## src/rtl/k_fifo_ctrl_if.sv

```systemverilog
// k_fifo_ctrl_if: push/pop side of the FIFO controller (requests, data and status)
interface k_fifo_ctrl_if #(
    parameter int data_size = 8,
    parameter int addr_size = 1
);
    logic                 push;
    logic                 pop;
    logic                 clr_err;
    logic [data_size-1:0] din;
    logic [data_size-1:0] dout;
    logic                 full;
    logic                 empty;
    logic                 almost_full;
    logic [addr_size:0]   count;
    logic                 overflow;
    logic                 underflow;

    modport master (
        output push, pop, clr_err, din,
        input  dout, full, empty, almost_full, count, overflow, underflow
    );

    modport slave (
        input  push, pop, clr_err, din,
        output dout, full, empty, almost_full, count, overflow, underflow
    );
endinterface

```

## src/rtl/k_fifo_ctrl.sv

```systemverilog
// k_fifo_ctrl: single-clock FWFT FIFO controller driving an external dual-port RAM
module k_fifo_ctrl #(
    parameter int data_size = 8,
    parameter int addr_size = 1
) (
    input  logic                 clk,
    input  logic                 rst_n,
    k_fifo_ctrl_if.slave         bus,
    output logic                 ram_wen,
    output logic [addr_size-1:0] ram_waddr,
    output logic [addr_size-1:0] ram_raddr,
    output logic [data_size-1:0] ram_d,
    input  logic [data_size-1:0] ram_q
);
    localparam int depth = 2 ** addr_size;

    logic [addr_size-1:0] wptr;
    logic [addr_size-1:0] rptr;
    logic [addr_size:0]   count;
    logic                 overflow;
    logic                 underflow;
    logic                 full;
    logic                 empty;
    logic                 push_acc;
    logic                 pop_acc;

    // status decoded only from the count register, plus accept qualifiers and RAM port wiring
    always_comb begin
        full            = (count == (addr_size+1)'(depth));
        empty           = (count == '0);
        push_acc        = bus.push && !full;
        pop_acc         = bus.pop && !empty;
        ram_wen         = push_acc;
        ram_waddr       = wptr;
        ram_raddr       = rptr;
        ram_d           = bus.din;
        bus.dout        = ram_q;
        bus.full        = full;
        bus.empty       = empty;
        bus.almost_full = (count >= (addr_size+1)'(depth - 1));
        bus.count       = count;
        bus.overflow    = overflow;
        bus.underflow   = underflow;
    end

    // pointers wrap naturally modulo depth; count moves only when exactly one side is accepted
    always_ff @(posedge clk or negedge rst_n) begin
        if (!rst_n) begin
            wptr  <= '0;
            rptr  <= '0;
            count <= '0;
        end else begin
            if (push_acc) wptr <= wptr + 1'b1;
            if (pop_acc) rptr <= rptr + 1'b1;
            if (push_acc != pop_acc) count <= push_acc ? count + 1'b1 : count - 1'b1;
        end
    end

    // sticky error flags; a new offending request beats a simultaneous clear
    always_ff @(posedge clk or negedge rst_n) begin
        if (!rst_n) begin
            overflow  <= 1'b0;
            underflow <= 1'b0;
        end else begin
            overflow  <= (bus.push && full) ? 1'b1 : (bus.clr_err ? 1'b0 : overflow);
            underflow <= (bus.pop && empty) ? 1'b1 : (bus.clr_err ? 1'b0 : underflow);
        end
    end
endmodule

```

## src/flat_wrapper.sv

```systemverilog
// flat-port wrapper written by rule: the top's interface ports become plain ports
module k_fifo_ctrl_flat 
#(
    parameter int data_size = 8,
    parameter int addr_size = 1
)
  (clk, rst_n, ram_wen, ram_waddr, ram_raddr, ram_d, ram_q, bus_push, bus_pop, bus_clr_err, bus_din, bus_dout, bus_full, bus_empty, bus_almost_full, bus_count, bus_overflow, bus_underflow);
  k_fifo_ctrl_if #(.data_size(data_size), .addr_size(addr_size)) bus_i ();
  input  logic clk;
  input  logic rst_n;
  output logic ram_wen;
  output logic [addr_size-1:0] ram_waddr;
  output logic [addr_size-1:0] ram_raddr;
  output logic [data_size-1:0] ram_d;
  input  logic [data_size-1:0] ram_q;
  input wire logic [$bits(bus_i.push)-1:0] bus_push;
  input wire logic [$bits(bus_i.pop)-1:0] bus_pop;
  input wire logic [$bits(bus_i.clr_err)-1:0] bus_clr_err;
  input wire logic [$bits(bus_i.din)-1:0] bus_din;
  output wire logic [$bits(bus_i.dout)-1:0] bus_dout;
  output wire logic [$bits(bus_i.full)-1:0] bus_full;
  output wire logic [$bits(bus_i.empty)-1:0] bus_empty;
  output wire logic [$bits(bus_i.almost_full)-1:0] bus_almost_full;
  output wire logic [$bits(bus_i.count)-1:0] bus_count;
  output wire logic [$bits(bus_i.overflow)-1:0] bus_overflow;
  output wire logic [$bits(bus_i.underflow)-1:0] bus_underflow;
  assign bus_i.push = bus_push;
  assign bus_i.pop = bus_pop;
  assign bus_i.clr_err = bus_clr_err;
  assign bus_i.din = bus_din;
  assign bus_dout = bus_i.dout;
  assign bus_full = bus_i.full;
  assign bus_empty = bus_i.empty;
  assign bus_almost_full = bus_i.almost_full;
  assign bus_count = bus_i.count;
  assign bus_overflow = bus_i.overflow;
  assign bus_underflow = bus_i.underflow;
  k_fifo_ctrl #(.data_size(data_size), .addr_size(addr_size)) u_core (.clk(clk), .rst_n(rst_n), .bus(bus_i), .ram_wen(ram_wen), .ram_waddr(ram_waddr), .ram_raddr(ram_raddr), .ram_d(ram_d), .ram_q(ram_q));
endmodule
```

## config.mk

```make
export PLATFORM = sky130hd
export DESIGN_NAME = k_fifo_ctrl_flat
export DESIGN_NICKNAME = d
export VERILOG_FILES = /design/src/rtl/k_fifo_ctrl_if.sv /design/src/rtl/k_fifo_ctrl.sv /design/src/flat_wrapper.sv
export SDC_FILE = /design/constraint.sdc
export NUM_CORES = 1
export LEC_CHECK = 0
export CAP_MARGIN = 20
export CORE_AREA = 2 2 39 41
export DETAILED_ROUTE_END_ITERATION = 10
export DIE_AREA = 0 0 41 43
export DONT_BUFFER_PORTS = 1
export PLACE_DENSITY = 0.51
export REMOVE_ABC_BUFFERS = 1
export SYNTH_ARGS = -nofsm -noshare
export SYNTH_HDL_FRONTEND = slang
export SYNTH_SLANG_ARGS = --single-unit
```

## constraint.sdc

```tcl
create_clock -name clk -period 1.7 [get_ports clk]
set_clock_uncertainty 0.2 [all_clocks]
set_input_delay 0.17 -clock clk [delete_from_list [all_inputs] [get_ports clk]]
set_output_delay 0.17 -clock clk [all_outputs]
set_load 0.1 [all_outputs]
```

==> impl_results.md <==
* RSZ-0062 raised after global routing: false
* Worst-Margin Slew at 0.2981 ns
* Row cnt at 14
* Outcome: finished clean
* Total clock sinks at 6
* First-pass DRT Iterations at 1
* Chip Height at 43 µm
* Fmax at 605.6 MHz
* Inserted Clock Buffers at 3
* Worst hold path type: input pin to asynchronous set/reset pin
* Clk Latency, worst-skew pair at 0.24 ns
* Die width at 41 µm
* Crit path largest cell delay at 0.37 ns
* ANT nets after route at 0
* Fin. Hold Viols at 0
* Commonest non-fill, non-tap cell in the layout: buf_4
* I/O Pins at 47
* GRT overflow at 0
* CTS tree: done
* Gate Count Post-Synth at 47
* Multi-input logic area at 156.4 µm²
* Commonest non-fill, non-tap cells in the layout: buf_4, dfrtp_1, inv_1
* Mapped cell area at 456.7 µm²
* N_diodes at 0
* Register Area at 150.1 µm²
* Max Used Layer: met3
* Worst Path Required at 1.33 ns
* Vias in the first global route at 308
* Max-cap violations at 0
* RD Place Congestion at 0.6931
* Largest net degree at the start of global routing at 7
* Drt total wl at 1.003 mm
* First-pass GRT wire length at 1.421 mm
* Period utilization at 97.13%
* Antenna violations before repair at 0
* Post-synth cell types at 17
* DR vias at 301
* Endpoints failing setup at 0
* Fin util at 37.52%
* Die area at 1763 µm²
* Flops & latches, synth at 6
* Fin nets at 74
* Clock Tree Root: clkbuf_4
* Post-route DRC at 0
* Crit-path slowest cell: dfrtp_1
* Critical path fanouts, max at 3
* Met3 wire len at 251 µm
* Critical path buffer and inverter count at 2
* WL/cell at 15.67 µm
* Sequential-to-total area share from yosys stat at 32.88%
* Drt initial violations at 0
* Initial core utilization at 33.00%
* Drt via density at 4.703
* Post-Syn Area per Cell at 9.717 µm²
* H-tree depth at 1
* Buffers on Ports at 0
* Syn. warnings at 0
* CTS clk-pin slew, worst paths at 0.05 ns
* Crit path max-delay family: buffers and inverters
* Layout area overhead at 13.70%
* Metal2 WL at 416 µm
* Core Area at 1384 µm²
* Relative slew slack at 80.13%
* CP endpoint kind: output port
* Routed met1 length at 335 µm
* CP arrival at 1.28 ns
* Worst-path cell chain: inv_1, ha_1, buf_4
* Fin. max-slew vios at 0
* Fillers at 151
* All-Layer GR Usage at 12.54%
* Layout cells sized above 1 at 35.42%
* DPL Wire Length at 796.7 µm
* CP Launch Type: flip-flop
* Final min period at 1.651 ns
* Setup CP Type: flip-flop to output port
* CTS max path bufs at 2
state kept, by name, summed over array words and instances, names as in the netlist:
| name | flops |
|---|---|
| u_core.bus.overflow | 1 |
| u_core.bus.underflow | 1 |
| u_core.ram_raddr | 1 |
| u_core.bus.count | 2 |
| u_core.ram_waddr | 1 |
repair_timing:
item	in CTS	in global routing
buffers inserted	1	0
endpoints found under the setup margin	1	1
pin swaps	0	0
hold buffers	4	0
gates resized for setup	0	1
endpoints found under the hold margin	9	0
synth_stat cells, drive strengths merged:
cell / n / area share [%]
nor3b: 1 / 1.6
nand2b: 1 / 1.4
nand2: 4 / 3.3
nor2b: 1 / 3.0
a211oi: 1 / 1.6
o21ai: 2 / 2.2
a31oi: 1 / 1.4
buf: 17 / 29
xnor2: 3 / 7.4
dfrtp: 6 / 33
and2b: 1 / 2.2
ha: 3 / 8.2
xor2: 1 / 1.9
inv: 5 / 4.1
final cells by class:
type	instances	area share [%]
clock buffers	3	4.337
repair buffers	15	29.16
inverters	5	3.614
multi-input cells	19	30.12
flip-flops and latches	6	28.92
well taps	16	3.855
through the flow:
step	hold slack (ns)	std cells	TNS, ns	instance area [µm²]	setup WS [ns]
final	0.04450	64	0	519.2	0.04874
after global routing	0.07659	64	0	519.2	0.007196
after CTS	0.05092	64	0	515.5	0.01602
after detailed placement	-0.3254	56	0	445.4	0.1582
after global placement	-0.3254	56	0	445.4	0.2392
after floorplan	-0.3256	30	-9.172	325.3	-1.436
worst paths after layout:
path                            slack [ns]             endpoint  cells after the start           startpoint
worst min-delay path                  0.04     u_core.ram_waddr                      1                rst_n
worst max-delay path                  0.05             bus_full                      3  u_core.bus.count[0]
worst max register to register        0.15  u_core.bus.count[0]                      5  u_core.bus.count[0]
max in group asynchronous             1.03  u_core.bus.overflow                      1                rst_n
worst min register to register        0.26     u_core.ram_waddr                      1     u_core.ram_waddr
min in group clk                      0.07  u_core.bus.count[1]                      3              bus_pop
kinds of logic (layout without fill, tap and decap cells):
group	after synthesis	count (layout)	share of synthesized area [%]
adder cells (fa/ha/maj)	3	3	8.220
buffers and inverters	22	23	32.88
XOR/XNOR	4	4	9.317
AND/OR/NAND/NOR	8	8	11.51
flip-flops	6	6	32.88
AO/OA/AOI/OAI	4	4	5.205
routing by layer:
metal	up-vias	GRT usage, %
met5	-	0
met3	0	15.71
met4	0	6.000
met2	36	13.13
met1	133	14.14
li1	132	-
Power is left out: the tool's default activity adds up to more than one toggle a clock period on the data nets, which glitch-free logic cannot reach.
